`src/rtl/msgPass_config_pkg.sv`:
```
// ---------------------------------------------------------------------------
// msgPass_config_pkg
//
// Purpose:
//   Shared configuration for the message-passing buffer blocks: buffer
//   geometry (depth, read-data width, address width), the page-writer FSM
//   state type, and a small address helper used by the writer.
//
// Contents:
//   MSGPASS_BUFF_DEPTH        number of buffer pages
//   MSGPASS_BUFF_RDATA_WIDTH  page width in bits
//   MSGPASS_BUFF_ADDR_WIDTH   buffer address width
//   msgPass_wr_state_e        page-writer FSM states (IDLE, LOAD, ARM)
//   wrapNext()                next page index with wrap at the buffer depth
// ---------------------------------------------------------------------------
package msgPass_config_pkg;

  localparam int MSGPASS_BUFF_DEPTH       = 16;
  localparam int MSGPASS_BUFF_RDATA_WIDTH = 32;
  localparam int MSGPASS_BUFF_ADDR_WIDTH  = 4;

  // Writer FSM: IDLE waits for a start, LOAD accepts words, ARM presents the
  // final write and then hands over to the read side.
  typedef enum logic [1:0] {
    WR_IDLE = 2'd0,
    WR_LOAD = 2'd1,
    WR_ARM  = 2'd2
  } msgPass_wr_state_e;

  // Page index following 'addr' in a circular buffer of 'depth' pages.
  // The buffer depth need not be a power of two, so the wrap is explicit
  // instead of relying on natural counter overflow.
  function automatic int wrapNext(input int addr, input int depth);
    return (addr == depth - 1) ? 0 : addr + 1;
  endfunction

endpackage

```
`src/rtl/msgpass_buff_writer.sv`:
```
// ---------------------------------------------------------------------------
// msgpass_buff_writer
//
// Purpose:
//   Loads a sequence of words from an upstream valid/ready source into
//   consecutive pages of a circular message buffer, then pulses read_begin_o
//   so the read-address generator can start draining the freshly written
//   pages.
//
// Parameters:
//   BUFF_DEPTH   number of buffer pages
//   DATA_WIDTH   page width in bits
//   ADDR_WIDTH   buffer address width
//
// Ports:
//   sys_clk        single clock, all logic on the rising edge
//   rstn           asynchronous active-low reset
//   start_i        one-cycle pulse arming a load sequence (IDLE only)
//   seq_len_i      number of pages to write, sampled with start_i
//   base_addr_i    first page address, sampled with start_i
//   clear_i        synchronous abort back to IDLE, beats start_i
//   wr_valid_i     upstream word valid
//   wr_data_i      upstream word
//   wr_ready_o     word accepted when wr_valid_i and wr_ready_o are both high
//   waddr_o        buffer write address (registered)
//   wdata_o        buffer write data (registered)
//   wen_o          buffer write enable, active low (registered)
//   read_begin_o   one-cycle pulse after the last page is written
//   busy_o         high whenever the writer is not in IDLE
//   err_o          sticky protocol error flag
//
// Configuration:
//   MSGPASS_BUFF_WRITER_ERR_EN  when defined, err_o flags illegal starts,
//                               starts while busy and valid words in IDLE;
//                               when undefined err_o is constant 0.
// ---------------------------------------------------------------------------
module msgpass_buff_writer
  import msgPass_config_pkg::*;
#(
  parameter int BUFF_DEPTH = MSGPASS_BUFF_DEPTH,
  parameter int DATA_WIDTH = MSGPASS_BUFF_RDATA_WIDTH,
  parameter int ADDR_WIDTH = MSGPASS_BUFF_ADDR_WIDTH
) (
  input  logic                  sys_clk,
  input  logic                  rstn,
  input  logic                  start_i,
  input  logic [ADDR_WIDTH:0]   seq_len_i,
  input  logic [ADDR_WIDTH-1:0] base_addr_i,
  input  logic                  clear_i,
  input  logic                  wr_valid_i,
  input  logic [DATA_WIDTH-1:0] wr_data_i,
  output logic                  wr_ready_o,
  output logic [ADDR_WIDTH-1:0] waddr_o,
  output logic [DATA_WIDTH-1:0] wdata_o,
  output logic                  wen_o,
  output logic                  read_begin_o,
  output logic                  busy_o,
  output logic                  err_o
);

  msgPass_wr_state_e     state;
  logic [ADDR_WIDTH:0]   seqLen;
  logic [ADDR_WIDTH:0]   count;
  logic [ADDR_WIDTH:0]   countNext;
  logic [ADDR_WIDTH-1:0] nextAddr;
  logic                  startLegal;
  logic                  accept;

  // A sequence length is usable only if it names at least one page and no
  // more pages than the buffer holds; the one extra bit on the length and
  // count is what lets a full-buffer sequence be expressed.
  assign startLegal = (seq_len_i != '0) &&
                      (seq_len_i <= (ADDR_WIDTH+1)'(BUFF_DEPTH));

  // Ready is withheld during clear_i so that a word can never be handshaken
  // in the same cycle that the sequence is being thrown away.
  assign wr_ready_o = (state == WR_LOAD) && (count < seqLen) && !clear_i;
  assign accept     = wr_valid_i && wr_ready_o;
  assign countNext  = count + (ADDR_WIDTH+1)'(1);
  assign busy_o     = (state != WR_IDLE);

  // Sequence control: latch length and base address on a legal start,
  // advance the page pointer per accepted word, and leave LOAD once the
  // final word has been taken. ARM always lasts exactly one cycle.
  always_ff @(posedge sys_clk or negedge rstn) begin
    if (!rstn) begin
      state    <= WR_IDLE;
      seqLen   <= '0;
      count    <= '0;
      nextAddr <= '0;
    end else if (clear_i) begin
      state <= WR_IDLE;
      count <= '0;
    end else begin
      case (state)
        WR_IDLE: begin
          if (start_i && startLegal) begin
            state    <= WR_LOAD;
            seqLen   <= seq_len_i;
            nextAddr <= base_addr_i;
            count    <= '0;
          end
        end
        WR_LOAD: begin
          if (accept) begin
            count    <= countNext;
            nextAddr <= ADDR_WIDTH'(wrapNext(int'(nextAddr), BUFF_DEPTH));
            if (countNext == seqLen) begin
              state <= WR_ARM;
            end
          end
        end
        WR_ARM: begin
          state <= WR_IDLE;
        end
        default: begin
          state <= WR_IDLE;
        end
      endcase
    end
  end

  // Buffer write port: an accepted word is presented one cycle later with
  // wen_o low. Address and data are only loaded on a write so the port keeps
  // its last value while idle.
  always_ff @(posedge sys_clk or negedge rstn) begin
    if (!rstn) begin
      wen_o   <= 1'b1;
      waddr_o <= '0;
      wdata_o <= '0;
    end else if (accept) begin
      wen_o   <= 1'b0;
      waddr_o <= nextAddr;
      wdata_o <= wr_data_i;
    end else begin
      wen_o <= 1'b1;
    end
  end

  // The read side is told to begin as the writer leaves ARM, i.e. the cycle
  // after the last page write is on the port. An abort during ARM suppresses
  // the pulse.
  always_ff @(posedge sys_clk or negedge rstn) begin
    if (!rstn) begin
      read_begin_o <= 1'b0;
    end else begin
      read_begin_o <= (state == WR_ARM) && !clear_i;
    end
  end

`ifdef MSGPASS_BUFF_WRITER_ERR_EN
  logic errFlag;

  // Sticky protocol error: illegal length on a start, a start while a
  // sequence is running, or upstream presenting data with nothing armed.
  // Only reset or clear_i brings it back down.
  always_ff @(posedge sys_clk or negedge rstn) begin
    if (!rstn) begin
      errFlag <= 1'b0;
    end else if (clear_i) begin
      errFlag <= 1'b0;
    end else if ((start_i && ((state != WR_IDLE) || !startLegal)) ||
                 (wr_valid_i && (state == WR_IDLE))) begin
      errFlag <= 1'b1;
    end
  end

  assign err_o = errFlag;
`else
  assign err_o = 1'b0;
`endif

endmodule

```
`config.mk`:
```
export PLATFORM = sky130hd
export DESIGN_NAME = msgpass_buff_writer
export DESIGN_NICKNAME = d
export VERILOG_FILES = /design/src/rtl/msgPass_config_pkg.sv /design/src/rtl/msgpass_buff_writer.sv
export SDC_FILE = /design/constraint.sdc
export NUM_CORES = 1
export LEC_CHECK = 0
export ABC_AREA = 1
export ABC_CLOCK_PERIOD_IN_PS = 4290
export CORE_MARGIN = 2
export CORE_UTILIZATION = 26
export DETAILED_ROUTE_END_ITERATION = 6
export HOLD_SLACK_MARGIN = 0.1
export SETUP_SLACK_MARGIN = 0.5
export SYNTH_ARGS = -nofsm -noshare
export SYNTH_HDL_FRONTEND = slang
export SYNTH_SLANG_ARGS = --single-unit
```
`constraint.sdc`:
```
create_clock -name sys_clk -period 4.29 [get_ports sys_clk]
set_input_delay 0.858 -clock sys_clk [delete_from_list [all_inputs] [get_ports sys_clk]]
set_output_delay 0.858 -clock sys_clk [all_outputs]
set_load 0.01 [all_outputs]
```
==> flow_metrics.env, run 1 <==
export IMPL_status="completed"
export IMPL_grt_max_degree=36
export IMPL_rrSetupSlack_ps=1960
export IMPL_core_area_mm2=0.00968
export IMPL_p_leak_nw=1.81
export IMPL_p_int_mw=1.35
export IMPL_die_area_mm2=0.0107
export IMPL_cts_num_sinks=54
export IMPL_worst_pin_slew_ps=602
export IMPL_final_layout_size_suffix_gt1_share_pct=7.73
export IMPL_ys_warn_count=0
export IMPL_worst_setup_path_start_kind="input port"
export IMPL_fin_ws_ps=1110
export IMPL_arrival_ps=2320
export IMPL_hold_buffers=0
export IMPL_cts_clk_slew_worst_paths_ps=100
export IMPL_tns_ps=0
export IMPL_cts_repair_resized=0
export IMPL_switching_power_uw=609
export IMPL_wl_per_cell_um=11.4
export IMPL_end_kind="output pin"
export IMPL_drv_slew=0
export IMPL_grt_pass1_wl_um=9890
export IMPL_rsz0062_at_grt="no"
export IMPL_ys_flop_type="dfrtp_1"
export IMPL_worstRegToRegCells=10
export IMPL_required_ps=3430
export IMPL_rows=36
export IMPL_min_to="read_begin_o"
export IMPL_die_h_um=103
export IMPL_ant_nets=0
export IMPL_track_usage_pct=11.6
export IMPL_fin_crit_ps=3180
export IMPL_cts_buffers=5
export IMPL_finalWeightedCongestion=0.837
export IMPL_n_antenna_cell=0
export IMPL_slowest_delay_ps=580
export IMPL_crit_path_top_delay_cell="clkdlybuf4s50_1"
export IMPL_worstPathMaxFanout=6
export IMPL_postCtsSetupBuffers=0
export IMPL_post_route_drc_count=0
export IMPL_drt_initial_drc_count=61
export IMPL_swShare_pct=31.0
export IMPL_clock_latency_ps=300
export IMPL_skew_ps=10.7
export IMPL_yosys_area_top_type="dfrtp_1"
export IMPL_synthArstFlopShare_pct=100
export IMPL_cts_max_level=2
export IMPL_synthesis_instances=314
export IMPL_path_delay_family="buffers and inverters"
export IMPL_grt_ovfl_total=0
export IMPL_setup_viol=0
export IMPL_syn_cell_area_mm2=0.00257
export IMPL_ir_worst_vdd_uv=177
export IMPL_ios=87
export IMPL_path_buf_inv=2
export IMPL_pwr_share_seq_pct=41.2
export IMPL_grt_pass1_vias=2163
export IMPL_worst_r2r_startpoint="count[2]"
export IMPL_crit_top_cell="clkdlybuf4s50_1"
export IMPL_nets=453
export IMPL_vias=2273
export IMPL_area_growth_pct=42.8
export IMPL_start_util_pct=26.6
export IMPL_antenna_found_initial=0
export IMPL_ys_types=28
export IMPL_root_buffer="clkbuf_8"
export IMPL_synth_nets=367
export IMPL_nFillCells=995
export IMPL_finalCritPeriodShare_pct=74.1
export IMPL_clockPowerShare_pct=21.2
export IMPL_synth_edff_count=0
export IMPL_cp_cell_sequence="clkdlybuf4s50_1 -> nor4_1 -> clkdlybuf4s50_1"
export IMPL_drt_total_wl_um=6100
export IMPL_reg2reg_to="wdata_o[25]"
export IMPL_clock_path_buffers=2
export IMPL_synth_area_top_cells="dfrtp_1 (52%), nand2_1 (23%), ha_1 (3.4%)"
export IMPL_hold_depth=1
export IMPL_synth_seq_cells=54
export IMPL_avgSynthCellArea_um2=8.20
export IMPL_port_buffers=85
export IMPL_power_density_mw_per_mm2=534
export IMPL_netlist_area_leader_share_pct=51.5
export IMPL_drt_vias_per_instance=4.26
export IMPL_cts_tree="done"
export IMPL_combinationalPowerShare_pct=37.7
export IMPL_critical_path_class="input port to output pin"
export IMPL_worstHoldStart="state[0]"
export IMPL_die_w_um=103
export IMPL_pre_cts_slack_ps=1100
export IMPL_crit_path_start="clear_i"
export IMPL_final_hold_viol_count=0
export IMPL_drt_first_pass_iters=5
export IMPL_maxSlewHeadroom_pct=59.8
export IMPL_fmax_ghz=0.315
export IMPL_dpl_hpwl_um=4600
export IMPL_hp_class="register to register"
export IMPL_ys_seq_area_share_pct=52.6
export IMPL_maxCapViolCount=0
==> worst register-to-register path, stage by stage, from the launching register on <==
cell      delay (ps)
dfrtp_1          470
ha_1             320
nand2_1           60
inv_1             30
o21bai_1         120
nand2_1          110
nor2_2           100
nand4_2          280
inv_2            560
nand2_1          140
nand2_1           90
==> synthesized netlist by cell type (3+ instances only) <==
master	number
buf_4	4
inv_2	4
nand2_1	159
inv_1	16
ha_1	7
nand3_1	17
buf_6	3
nor2_2	3
a21oi_1	5
nor2_1	13
dfrtp_1	53
o21ai_0	8
nand2_2	5
==> flip-flops by register name (all words and copies together), names as in the netlist <==
| register | count |
|---|---|
| wdata_o | 32 |
| count | 5 |
| seqLen | 5 |
| nextAddr | 4 |
| waddr_o | 4 |
| state | 2 |
| read_begin_o | 1 |
| wen_o | 1 |
==> kinds of logic after synthesis <==
group / share of synthesized area, %
simple gates: 33.6
flops: 52.6
buf+inv: 5.59
compound gates: 4.28
fa+ha+maj: 3.40
mux: 0.437
other cells: 0.146
==> through the flow <==
step	hold slack (ps)	instances	util (%)	total power, mW	area (um^2)
3_5_place_dp	464	526	36.5	1.57	3530
2_1_floorplan	431	314	-	1.13	2570
6_report	481	534	37.9	1.96	3670
5_1_grt	500	534	37.9	2.12	3670
4_1_cts	477	534	37.9	2.00	3670
3_3_place_gp	463	526	36.5	1.55	3530
==> power groups by stage <==
stage / clock network (mW) / logic (mW) / registers, mW
floorplan: 0 / 0.252 / 0.882
global placement: 0 / 0.737 / 0.815
detailed placement: 0 / 0.750 / 0.821
CTS: 0.434 / 0.753 / 0.811
global route: 0.456 / 0.835 / 0.834
finish: 0.415 / 0.740 / 0.808
==> per-layer routing <==
layer | vias to the layer above | part of all wire (%) | wire, um | GRT usage (%)
met3 | 4 | 5.4 | 330 | 2.28
li1 | 1156 | - | - | -
met1 | 1060 | 45 | 2770 | 15.1
met5 | - | 0 | 0 | 0
met4 | 0 | 0.54 | 33 | 2.13
met2 | 53 | 49 | 2970 | 20.1
==> worst max-delay path by stage <==
stage | end | slack, ps | cells past startpoint
3_3_place_gp | wr_ready_o | 1110 | 3
4_1_cts | wr_ready_o | 1100 | 3
6_report | wr_ready_o | 1110 | 3
3_5_place_dp | wr_ready_o | 1100 | 3
2_1_floorplan | wr_ready_o | 2100 | 6
5_1_grt | wr_ready_o | 1060 | 3
==> area by class of cell <==
cell class / instances / area [um^2] / area share [%]
multi-input cells: 232 / 1080 / 29.3
clock inverters: 2 / 60.1 / 1.63
clock buffers: 6 / 82.6 / 2.25
well taps: 133 / 166 / 4.53
repair buffers: 87 / 861 / 23.4
flip-flops and latches: 54 / 1350 / 36.8
inverters: 20 / 75.1 / 2.04
==> cells in the final DEF, fill, tap and decap left out, types with 6 or more instances in the layout <==
cell type,n
nand2_1,159
clkdlybuf4s50_1,84
dfrtp_1,53
nand3_1,17
inv_1,16
nor2_1,13
o21ai_0,8
ha_1,7
clkbuf_8,6
(Power assumes the default switching activity.)
==> inputs of run 2 (changes only) <==
--- a/config.mk
+++ b/config.mk
@@ -6,7 +6,7 @@
 export NUM_CORES = 1
 export LEC_CHECK = 0
 export ABC_AREA = 1
-export ABC_CLOCK_PERIOD_IN_PS = 4290
+export ABC_CLOCK_PERIOD_IN_PS = 2990
 export CORE_MARGIN = 2
 export CORE_UTILIZATION = 26
 export DETAILED_ROUTE_END_ITERATION = 6
==> constraint.sdc (replaced) <==
create_clock -name sys_clk -period 2.99 [get_ports sys_clk]
set_input_delay 0.598 -clock sys_clk [delete_from_list [all_inputs] [get_ports sys_clk]]
set_output_delay 0.598 -clock sys_clk [all_outputs]
set_load 0.01 [all_outputs]
==> run 2 against run 1 <==
Largest cell class unchanged. First-iteration DRC count shrank 18%. Cell area fell by 0.24%. Clock power grew 18%. Highest routed layer unchanged. Die area stayed put. Flip-flop and latch count did not move.
==> flow_metrics.env, run 2 (synthesis gave the netlist of run 1 again) <==
export IMPL_worstSetupPathDepth=7
export IMPL_vias=2222
export IMPL_post_route_drc_count=0
export IMPL_setup_viol=0
export IMPL_finalWeightedCongestion=0.787
export IMPL_drt_first_pass_iters=4
export IMPL_core_area_mm2=0.00968
export IMPL_power_density_mw_per_mm2=739
export IMPL_cp_cell_sequence="ha_1 -> nand2_1 -> inv_1 -> o21bai_1 -> nand2_1 -> nor4_1 -> buf_2"
export IMPL_grt_max_degree=55
export IMPL_clock_path_buffers=2
export IMPL_grt_pass1_wl_um=9710
export IMPL_critical_path_class="register to output pin"
export IMPL_final_layout_size_suffix_gt1_share_pct=8.44
export IMPL_worstSetupEndpoint="wr_ready_o"
export IMPL_die_w_um=103
export IMPL_grtUsageMet3_pct=2.76
export IMPL_status="completed"
export IMPL_root_buffer="clkbuf_8"
export IMPL_nets=455
export IMPL_reg2reg_to="waddr_o[1]"
export IMPL_finalCritPeriodShare_pct=77.1
export IMPL_tns_ps=0
export IMPL_worst_r2r_startpoint="count[2]"
export IMPL_worstRegToRegCells=11
export IMPL_use_met1_pct=15.1
export IMPL_grt_pass1_vias=2083
export IMPL_fin_crit_ps=2300
export IMPL_crit_path_top_delay_cell="dfrtp_2"
export IMPL_arrival_ps=1710
export IMPL_slowest_delay_ps=460
export IMPL_placed_cells=528
export IMPL_antenna_found_initial=0
export IMPL_fin_ws_ps=686
export IMPL_path_buf_inv=2
export IMPL_rows=36
export IMPL_end_kind="output pin"
export IMPL_largestRegisters="wdata_o (32), count (5), seqLen (5)"
export IMPL_cts_tree="done"
export IMPL_wl_per_cell_um=11.2
export IMPL_hp_class="input port to asynchronous set/reset pin"
export IMPL_cts_buffers=5
export IMPL_stdcell_count=536
export IMPL_fmax_ghz=0.434
export IMPL_maxCapViolCount=0
export IMPL_die_h_um=103
export IMPL_clock_latency_ps=300
export IMPL_pre_cts_slack_ps=489
export IMPL_track_usage_pct=11.5
export IMPL_drv_slew=0
export IMPL_required_ps=2390
export IMPL_cts_clk_slew_worst_paths_ps=100
export IMPL_skew_ps=10.1
export IMPL_dpl_hpwl_um=4380
export IMPL_postCtsSetupBuffers=0
export IMPL_p_leak_nw=1.80
export IMPL_path_delay_family="flip-flops"
export IMPL_final_common_cell="nand2_1"
export IMPL_rrSetupSlack_ps=860
export IMPL_crit_top_cell="nand2_1"
export IMPL_drt_total_wl_um=6010
export IMPL_ir_worst_vdd_uv=244
export IMPL_grt_busiest_layer="met2"
export IMPL_port_buffers=85
export IMPL_largest_reg_flops=32
export IMPL_crit_path_start="count[2]"
export IMPL_hold_buffers=0
export IMPL_ios=87
export IMPL_area_growth_pct=42.4
export IMPL_ant_nets=0
export IMPL_grt_ovfl_total=0
export IMPL_n_antenna_cell=0
export IMPL_drt_initial_drc_count=50
export IMPL_cts_max_level=2
export IMPL_met2_usage_pct=19.5
export IMPL_worst_setup_path_start_kind="register"
export IMPL_final_hold_viol_count=0
export IMPL_start_util_pct=26.6
export IMPL_die_area_mm2=0.0107
export IMPL_largest_register="wdata_o"
export IMPL_worstPathMaxFanout=7
export IMPL_rsz0062_at_grt="no"
export IMPL_drt_vias_per_instance=4.15
export IMPL_final_cell_mix="nand2_1 (159), clkdlybuf4s50_1 (83), dfrtp_1 (52)"
export IMPL_cts_num_sinks=54
run 2: report_power, final:
part	leakage (nW)	switching [mW]	total [mW]	internal (mW)
combinational	1.07	0.471	1.06	0.590
clock	0.0514	0.240	0.490	0.250
sequential	0.684	0.160	1.16	0.998
total	1.80	0.871	2.71	1.84
run 2: stage by stage:
step	total power [mW]	hold WS [ps]	cell area, um^2	utilization [%]
2_1_floorplan	1.63	302	2570	-
3_3_place_gp	2.23	456	3560	36.8
3_5_place_dp	2.25	456	3560	36.8
4_1_cts	2.76	285	3670	37.9
5_1_grt	2.94	290	3670	37.9
6_report	2.71	281	3670	37.9
run 2: worst min path at each step:
stage	endpoint	slack, ps	depth (start not counted)
final	wdata_o[27]	280	2
after global placement	read_begin_o	460	1
after CTS	wdata_o[27]	290	2
after floorplan	count[0]	300	0
after detailed placement	read_begin_o	460	1
after global routing	wdata_o[27]	290	2
run 2: what timing repair did:
action                                  in CTS  in global routing
hold endpoints to repair                     0                  0
gates resized for setup                      1                  5
endpoints found under the setup margin       1                  1
run 2: area by class of cell:
class / instances / area (um^2)
fillers: 1013 / 6020
flip-flops and latches: 54 / 1350
multi-input cells: 232 / 1080
repair buffers: 89 / 883
well taps: 133 / 166
inverters: 20 / 75.1
clock buffers: 6 / 72.6
clock inverters: 2 / 37.5
run 2: metal layers:
layer,part of all wire [%],routed length (um)
met5,0,0
met3,5.1,308
met2,48,2910
met1,46,2780
met4,0.32,19
